File: src/rtl/mda_adc_responder.sv
// Serial ADC responder: converts on convst, returns the selected 12-bit channel
// over sck/sdo and captures a 6-bit config word from sdi for the next conversion.
module mda_adc_responder #(
  parameter int CONV_CYCLES = 80
) (
  input  logic        i_clk,
  input  logic        i_reset,
  input  logic        i_convst,
  input  logic        i_sck,
  input  logic        i_sdi,
  output logic        o_sdo,
  input  logic [95:0] i_ch_data,
  output logic        o_busy,
  output logic [5:0]  o_cfg,
  output logic        o_frame_done,
  output logic        o_err
);

  typedef enum logic [1:0] {
    ST_IDLE    = 2'd0,
    ST_CONVERT = 2'd1,
    ST_READY   = 2'd2,
    ST_SHIFT   = 2'd3
  } state_t;

  localparam logic [7:0]  LP_CONV_LOAD = 8'(CONV_CYCLES - 1);
  localparam logic [5:0]  LP_CFG_RST   = 6'b100010;
  localparam logic [3:0]  LP_FRAME_LEN = 4'd12;
  localparam logic [3:0]  LP_CFG_LEN   = 4'd6;

  function automatic logic [11:0] sel_channel(input logic [95:0] data, input logic [2:0] ch);
    logic [11:0] v;
    case (ch)
      3'd0:    v = data[11:0];
      3'd1:    v = data[23:12];
      3'd2:    v = data[35:24];
      3'd3:    v = data[47:36];
      3'd4:    v = data[59:48];
      3'd5:    v = data[71:60];
      3'd6:    v = data[83:72];
      3'd7:    v = data[95:84];
      default: v = 12'h000;
    endcase
    return v;
  endfunction

  state_t      r_state, w_state_nxt;
  logic        r_convst_s1, r_convst_s2, r_convst_d;
  logic        r_sck_s1, r_sck_s2, r_sck_d;
  logic        r_sdi_s1, r_sdi_s2;
  logic [7:0]  r_conv_cnt, w_conv_cnt_nxt;
  logic [3:0]  r_bit_cnt, w_bit_cnt_nxt;
  logic [5:0]  r_shift, w_shift_nxt;
  logic [11:0] r_sample, w_sample_nxt;
  logic [5:0]  r_cfg, w_cfg_nxt;
  logic        r_sdo, w_sdo_nxt;
  logic        r_busy, w_busy_nxt;
  logic        r_frame_done, w_frame_done_nxt;
  logic        r_err, w_err_nxt;

  logic        w_convst_rise, w_sck_rise, w_sck_fall;
  logic [2:0]  w_ch;
  logic [11:0] w_raw, w_new_sample;

  assign w_convst_rise = r_convst_s2 & ~r_convst_d;
  assign w_sck_rise    = r_sck_s2 & ~r_sck_d;
  assign w_sck_fall    = ~r_sck_s2 & r_sck_d;
  // Channel select is {S1, S0, O/S}; UNI=0 converts offset-binary to two's complement.
  assign w_ch          = {r_cfg[3], r_cfg[2], r_cfg[4]};
  assign w_raw         = sel_channel(i_ch_data, w_ch);
  assign w_new_sample  = r_cfg[1] ? w_raw : (w_raw ^ 12'h800);

  assign o_sdo        = r_sdo;
  assign o_busy       = r_busy;
  assign o_cfg        = r_cfg;
  assign o_frame_done = r_frame_done;
  assign o_err        = r_err;

  // State register, synchronizers and all registered outputs.
  always_ff @(posedge i_clk) begin
    if (i_reset) begin
      r_state      <= ST_IDLE;
      r_convst_s1  <= 1'b0;
      r_convst_s2  <= 1'b0;
      r_convst_d   <= 1'b0;
      r_sck_s1     <= 1'b0;
      r_sck_s2     <= 1'b0;
      r_sck_d      <= 1'b0;
      r_sdi_s1     <= 1'b0;
      r_sdi_s2     <= 1'b0;
      r_conv_cnt   <= 8'd0;
      r_bit_cnt    <= 4'd0;
      r_shift      <= 6'd0;
      r_sample     <= 12'd0;
      r_cfg        <= LP_CFG_RST;
      r_sdo        <= 1'b0;
      r_busy       <= 1'b0;
      r_frame_done <= 1'b0;
      r_err        <= 1'b0;
    end else begin
      r_state      <= w_state_nxt;
      r_convst_s1  <= i_convst;
      r_convst_s2  <= r_convst_s1;
      r_convst_d   <= r_convst_s2;
      r_sck_s1     <= i_sck;
      r_sck_s2     <= r_sck_s1;
      r_sck_d      <= r_sck_s2;
      r_sdi_s1     <= i_sdi;
      r_sdi_s2     <= r_sdi_s1;
      r_conv_cnt   <= w_conv_cnt_nxt;
      r_bit_cnt    <= w_bit_cnt_nxt;
      r_shift      <= w_shift_nxt;
      r_sample     <= w_sample_nxt;
      r_cfg        <= w_cfg_nxt;
      r_sdo        <= w_sdo_nxt;
      r_busy       <= w_busy_nxt;
      r_frame_done <= w_frame_done_nxt;
      r_err        <= w_err_nxt;
    end
  end

  // Next-state and next-output logic.
  always_comb begin
    w_state_nxt      = r_state;
    w_conv_cnt_nxt   = r_conv_cnt;
    w_bit_cnt_nxt    = r_bit_cnt;
    w_shift_nxt      = r_shift;
    w_sample_nxt     = r_sample;
    w_cfg_nxt        = r_cfg;
    w_sdo_nxt        = r_sdo;
    w_busy_nxt       = r_busy;
    w_frame_done_nxt = 1'b0;
    w_err_nxt        = 1'b0;

    case (r_state)
      ST_IDLE: begin
        w_sdo_nxt = 1'b0;
        if (w_convst_rise) begin
          w_sample_nxt   = w_new_sample;
          w_conv_cnt_nxt = LP_CONV_LOAD;
          w_busy_nxt     = 1'b1;
          w_state_nxt    = ST_CONVERT;
        end else begin
          w_state_nxt = ST_IDLE;
        end
      end

      ST_CONVERT: begin
        w_sdo_nxt = 1'b0;
        if (w_convst_rise) begin
          w_err_nxt = 1'b1;
        end else begin
          w_err_nxt = 1'b0;
        end
        if (r_conv_cnt == 8'd0) begin
          w_busy_nxt    = 1'b0;
          w_sdo_nxt     = r_sample[11];
          w_bit_cnt_nxt = 4'd0;
          w_state_nxt   = ST_READY;
        end else begin
          w_conv_cnt_nxt = r_conv_cnt - 8'd1;
        end
      end

      ST_READY, ST_SHIFT: begin
        if (w_convst_rise) begin
          // Abort: cfg keeps its old value and a fresh conversion starts now.
          w_err_nxt      = 1'b1;
          w_sample_nxt   = w_new_sample;
          w_conv_cnt_nxt = LP_CONV_LOAD;
          w_busy_nxt     = 1'b1;
          w_sdo_nxt      = 1'b0;
          w_bit_cnt_nxt  = 4'd0;
          w_state_nxt    = ST_CONVERT;
        end else if (w_sck_rise) begin
          if (r_bit_cnt < LP_FRAME_LEN) begin
            w_bit_cnt_nxt = r_bit_cnt + 4'd1;
            w_state_nxt   = ST_SHIFT;
            if (r_bit_cnt < LP_CFG_LEN) begin
              w_shift_nxt = {r_shift[4:0], r_sdi_s2};
            end else begin
              w_shift_nxt = r_shift;
            end
          end else begin
            w_bit_cnt_nxt = r_bit_cnt;
          end
        end else if (w_sck_fall && (r_state == ST_SHIFT)) begin
          if (r_bit_cnt == LP_FRAME_LEN) begin
            w_cfg_nxt        = r_shift;
            w_frame_done_nxt = 1'b1;
            w_sdo_nxt        = 1'b0;
            w_bit_cnt_nxt    = 4'd0;
            w_state_nxt      = ST_IDLE;
          end else begin
            w_sample_nxt = {r_sample[10:0], 1'b0};
            w_sdo_nxt    = r_sample[10];
          end
        end else begin
          w_state_nxt = r_state;
        end
      end

      default: begin
        w_state_nxt = ST_IDLE;
        w_sdo_nxt   = 1'b0;
        w_busy_nxt  = 1'b0;
      end
    endcase
  end

endmodule

File: config.mk
export PLATFORM = sky130hd
export DESIGN_NAME = mda_adc_responder
export DESIGN_NICKNAME = d
export VERILOG_FILES = /design/src/rtl/mda_adc_responder.sv
export SDC_FILE = /design/constraint.sdc
export NUM_CORES = 1
export LEC_CHECK = 0
export ABC_AREA = 0
export CORE_MARGIN = 10
export CORE_UTILIZATION = 48
export CTS_CLUSTER_SIZE = 28
export DETAILED_ROUTE_END_ITERATION = 6
export GPL_TIMING_DRIVEN = 0
export PLACE_DENSITY = 0.93
export SLEW_MARGIN = 20
export SYNTH_ARGS = -nofsm -noshare
export SYNTH_HDL_FRONTEND = slang
export SYNTH_SLANG_ARGS = --single-unit
File: constraint.sdc
create_clock -name i_clk -period 3.3 [get_ports i_clk]
set_input_delay 0.66 -clock i_clk [delete_from_list [all_inputs] [get_ports i_clk]]
set_output_delay 0.66 -clock i_clk [all_outputs]
set_load 0.03 [all_outputs]
Word-level counts from Yosys, hierarchy flattened
Index checks and enable logic that the tools add are counted.
{"block": "classes", "n_addsub": 2, "n_mul": 0, "n_div": 0, "magnitude_cmp": 2, "n_eq_ne": 21, "shift": 0, "n_mux": 37, "n_bitwise": 12, "reduce_logical": 19}
{"operator": "$pmux W12 S8", "count": 1}
{"operator": "$mux W12", "count": 6}
{"operator": "$mux W4", "count": 6}
{"operator": "$pmux W12 S2", "count": 1}
{"operator": "$reduce_and A5 Y1", "count": 4}
{"operator": "$mux W8", "count": 2}
{"operator": "$pmux W8 S2", "count": 1}
{"operator": "$eq A3 B3 Y1 const B", "count": 4}
{"operator": "$mux W2", "count": 6}
{"operator": "$ne A4 B4 Y1 const B", "count": 3}
{"operator": "$mux W1", "count": 10}
{"operator": "$ne A3 B3 Y1 const B", "count": 3}
{"operator": "$not A1 Y1", "count": 9}
{"operator": "$logic_not A8 Y1", "count": 1}
{"operator": "$pmux W4 S2", "count": 1}
{"operator": "$sub A8 B1 Y8 const B", "count": 1}
{"operator": "$eq A3 B2 Y1 const B", "count": 2}
{"operator": "$ne A2 B2 Y1 const B", "count": 3}
{"operator": "$pmux W2 S3", "count": 1}
{"operator": "$reduce_and A2 Y1", "count": 3}
{"operator": "$reduce_or A3 Y1", "count": 2}
{"operator": "$reduce_or A5 Y1", "count": 1}
{"operator": "$add A4 B1 Y4 const B", "count": 1}
{"operator": "$eq A2 B2 Y1 const B", "count": 2}
{"operator": "other kinds (15)", "count": 19}
{"block": "word_totals", "ff_bits": 50, "latch_bits": 0, "ramBits": 0, "romBits": 0, "input_bits": 101, "n_memories": 0}

Depth between registers and ports, before layout
{"block": "logic_depth", "depth_word": 7, "mapped_depth": 9}

Least setup slack after synthesis
OpenSTA, ideal clock, no wires.
{"block": "synth_timing", "kind": "register -> register", "start": "reg r_cfg[4] (netlist: o_cfg[4])", "end": "reg r_sample[6]", "setup_time_ps": 131, "t_arrival_ps": 1813, "required_time_ps": 3169, "path_slack_ps": 1356, "path_stages_with_launch": 8, "cell_sequence": "dfxtp_1 buf_4 buf_2 buf_2 mux2i_1 o21ai_0 a221oi_1 o22ai_1"}
{"block": "synth_between", "elab_chain_cells": 5}
{"element": "start, declared", "line_no": "55", "rtl": "logic [5:0] r_cfg, w_cfg_nxt;"}
{"element": "start signal, assigned", "line_no": "114", "rtl": "r_cfg <= w_cfg_nxt;"}
{"element": "$eq A3 B3 Y1, or another cell as far along", "line_no": "33", "rtl": "case (ch)"}
{"element": "$pmux W12 S8 *", "line_no": "33"}
{"element": "$mux W12 *", "line_no": "71", "rtl": "assign w_new_sample = r_cfg[1] ? w_raw : (w_raw ^ 12'h800);"}
{"element": "$mux W12 (on tied branches)", "line_no": "166, 138"}
{"element": "$pmux W12 S2 *", "line_no": "135", "rtl": "case (r_state)"}
{"element": "end signal, assigned", "line_no": "113", "rtl": "r_sample <= w_sample_nxt;"}
{"element": "end, declared", "line_no": "54", "rtl": "logic [11:0] r_sample, w_sample_nxt;"}
Every way passes the cells marked *; elsewhere a longest branch is shown, timed or not. The select of a mux whose other input is x is not followed.
A chain may end at the register's enable or synchronous reset.

Final worst setup path
{"block": "layout_timing", "start": "reg r_cfg[4] (netlist: o_cfg[4])", "end": "reg r_sample[7]"}
Same word-level chain as after synthesis.

==> flow_summary.ini <==
[sta]
rsz0062_at_grt = false
hold_viol_final = 0
worstMarginPinSlew_ns = 0.5682
slew_viol_final = 0
setup_viol_count_final = 0
fin_crit_sh = 0.7093
min_period_ns = 2.341
max_slew_margin = 0.6114
finClkSkew_ns = 0.009596
whs_ns = 0.4493
tns_ns = 0
max_freq_mhz = 427.2

[routing]
wirelength_mm = 10.61
avgViaCountPerCell = 5.858
wl_per_cell_um = 19.54
dr.pass1.iters = 5
postRouteAntennaNets = 0
drt-initial-drc-count = 281
vias = 3181
drc_errors = 0

[clock_tree]
clock_latency_ns = 0.31
h-tree-depth = 2
cts_hold_buf = 0
post_cts_resized = 0
clk_pin_slew_ns = 0.10
cts.path.max_buffers = 2
ctsRootBufferMaster = clkbuf_8
cts_sinks = 50
cts_buffers = 5
cts_tree = yes
post_cts_buffers = 0

[worst_setup_path]
criticalPathCategory = register to register
crit_path_end_kind = register
crit_top_cell = buf_2
worstReg2RegStart = o_cfg[4]
cp_slowest_cell = a2111oi_0
path_cells = buf_4, buf_2, buf_2, nor3_1, a2111oi_0, a221oi_1
r2r_slack_ns = 0.96
path_delay_family = buffers and inverters
cp-start-kind = register
r2r_cells = 6
slowest_delay_ns = 0.57
required_ns = 3.46
r2r_end = r_sample[7]
arrival_ns = 2.50
worst-path-buf-inv = 3
path_max_fanout = 10

[global_route]
antenna_found_initial = 0
grt_usage = 0.2114
grt_max_degree = 18
grt_pass1_wl_mm = 16.88
grt_pass1_vias = 3294
overflow = 0

[placed_design]
dp.cells = 535
gp_congestion = 0.9570
dp_hpwl_mm = 8.605
port_buffers = 109

[synth]
syn-cell-area_um2 = 2959
yosysSeqAreaShare = 0.3383
syn_area_per_cell_um2 = 8.430
synth_seq_cells = 50
synth.distinct_cells = 52
async_flop_share = 0
synth_edf_count = 0
yosys_warnings = 0
synthCells = 351
synthesis.nets = 456
synth_ff_type = dfxtp_1

[floorplanning]
boundaryPins = 111
initial_utilization = 0.4968
dieWidth_um = 98.52
core_um2 = 5956
die_area_um2 = 9705
dieHeight_um = 98.52
std_cell_rows = 28

[run]
cap_violations = 0

[worst_hold_path]
min_path_type = register to register
hp-start = r_convst_s1
hold_end = r_convst_s2
min_path_cells = 1

[cells_and_area]
area_delta_synth_final_pct = 43.17
fin_cells = 543
nets = 572
drive_gt1_frac = 0.07479
n_antenna_cell = 0

[status]
status = completed

[power_and_ir_drop]
p_per_area_nw_per_um2 = 290.4
leakage_nw = 1.571
ir_drop_mv = 0.4399
-- worst register-to-register path, delay by kind of cell, from the launching register on --
| family | cells | cell delay, ns |
|---|---|---|
| buffers and inverters | 3 | 0.86 |
| AO/OA/AOI/OAI | 2 | 0.73 |
| flip-flops | 1 | 0.52 |
| AND/OR/NAND/NOR | 1 | 0.09 |
-- power breakdown --
| group | switching [mW] | internal (mW) | leakage (nW) |
|---|---|---|---|
| combinational | 0.0850 | 0.149 | 1.12 |
| sequential | 0.0126 | 0.621 | 0.406 |
| clock | 0.210 | 0.152 | 0.0408 |
-- kinds of logic after synthesis --
group                    Yosys count  share of synthesized area
AND/OR/NAND/NOR                  129                     0.2237
AO/OA/AOI/OAI                     85                     0.2169
flip-flops                        50                     0.3383
buffers and inverters             45                    0.06342
multiplexers                      32                     0.1230
XOR/XNOR                           6                    0.01776
adder cells (fa/ha/maj)            4                    0.01691
-- per-layer routing --
layer	vias up	wire (µm)	global-route usage
li1	1510	-	-
met1	1514	4191	0.2414
met2	131	5436	0.3727
met3	26	640	0.04818
met4	0	342	0.08049
met5	-	0	0
-- final cells by class --
cell class                 count  area, µm²
buffer                        28      123.9
clock buffer                   5      68.82
clock inverter                 3      23.77
fill                         457       1719
inverter                      17      63.81
multi-input combinational    256       1770
sequential                    50       1001
tap                           75      93.84
timing repair buffer         109       1091
-- worst max-delay path by stage --
stage	start	end	cells past startpoint
6_report	o_cfg[4]	r_sample[7]	6
5_1_grt	o_cfg[4]	r_sample[7]	6
4_1_cts	o_cfg[4]	r_sample[7]	6
3_5_place_dp	o_cfg[4]	r_sample[7]	6
3_3_place_gp	i_ch_data[16]	r_sample[4]	6
2_1_floorplan	o_cfg[4]	r_sample[6]	7
-- registers in the layout (all words and copies together), names as in the netlist, 2 cells and up --
name        cells
r_shift         6
r_conv_cnt      8
r_state         2
r_bit_cnt       4
r_sample       12
o_cfg           6
-- cells in the mapped netlist, types with 4 or more instances --
master / instances / area, µm²
o22ai_1: 4 / 25.02
and3_1: 4 / 25.02
inv_1: 17 / 63.81
mux2i_1: 24 / 240.2
a22oi_1: 6 / 45.04
a21oi_1: 15 / 75.07
a2111oi_0: 4 / 35.03
o21ai_0: 10 / 50.05
nand2_1: 20 / 75.07
ha_1: 4 / 50.05
nor2b_1: 16 / 100.1
mux2_2: 5 / 56.30
nor2_1: 39 / 146.4
buf_2: 12 / 60.06
nand3_1: 6 / 30.03
a211oi_1: 8 / 60.06
a221oi_1: 11 / 96.34
clkbuf_1: 12 / 45.04
xor2_1: 4 / 35.03
dfxtp_1: 50 / 1001
nor3_1: 18 / 90.09
nand2b_1: 9 / 56.30
-- cells in the final DEF (no fill, tap or decap), drive strengths merged, types with 5 or more instances in the layout --
cell type	count
a22oi	6
clkdlybuf4s50	109
nand2b	9
nand3	6
nor2	40
dfxtp	50
nor2b	16
a21oi	15
a311oi	5
clkbuf	17
a221oi	11
a211oi	8
buf	16
nand2	20
inv	18
nor3	18
mux2i	24
o21ai	10
mux2	5
-- metrics by stage --
| step | cell area (µm²) | utilization | power [mW] | setup slack [ns] |
|---|---|---|---|---|
| global placement | 4144 | 0.6958 | 0.8715 | 1.085 |
| finish | 4237 | 0.7113 | 1.230 | 0.9593 |
| global route | 4237 | 0.7113 | 1.280 | 0.8708 |
| detailed placement | 4144 | 0.6958 | 0.8780 | 1.003 |
| CTS | 4237 | 0.7113 | 1.237 | 0.9836 |
| floorplan | 2959 | - | 0.7342 | 1.356 |
(Power assumes the default switching activity.)
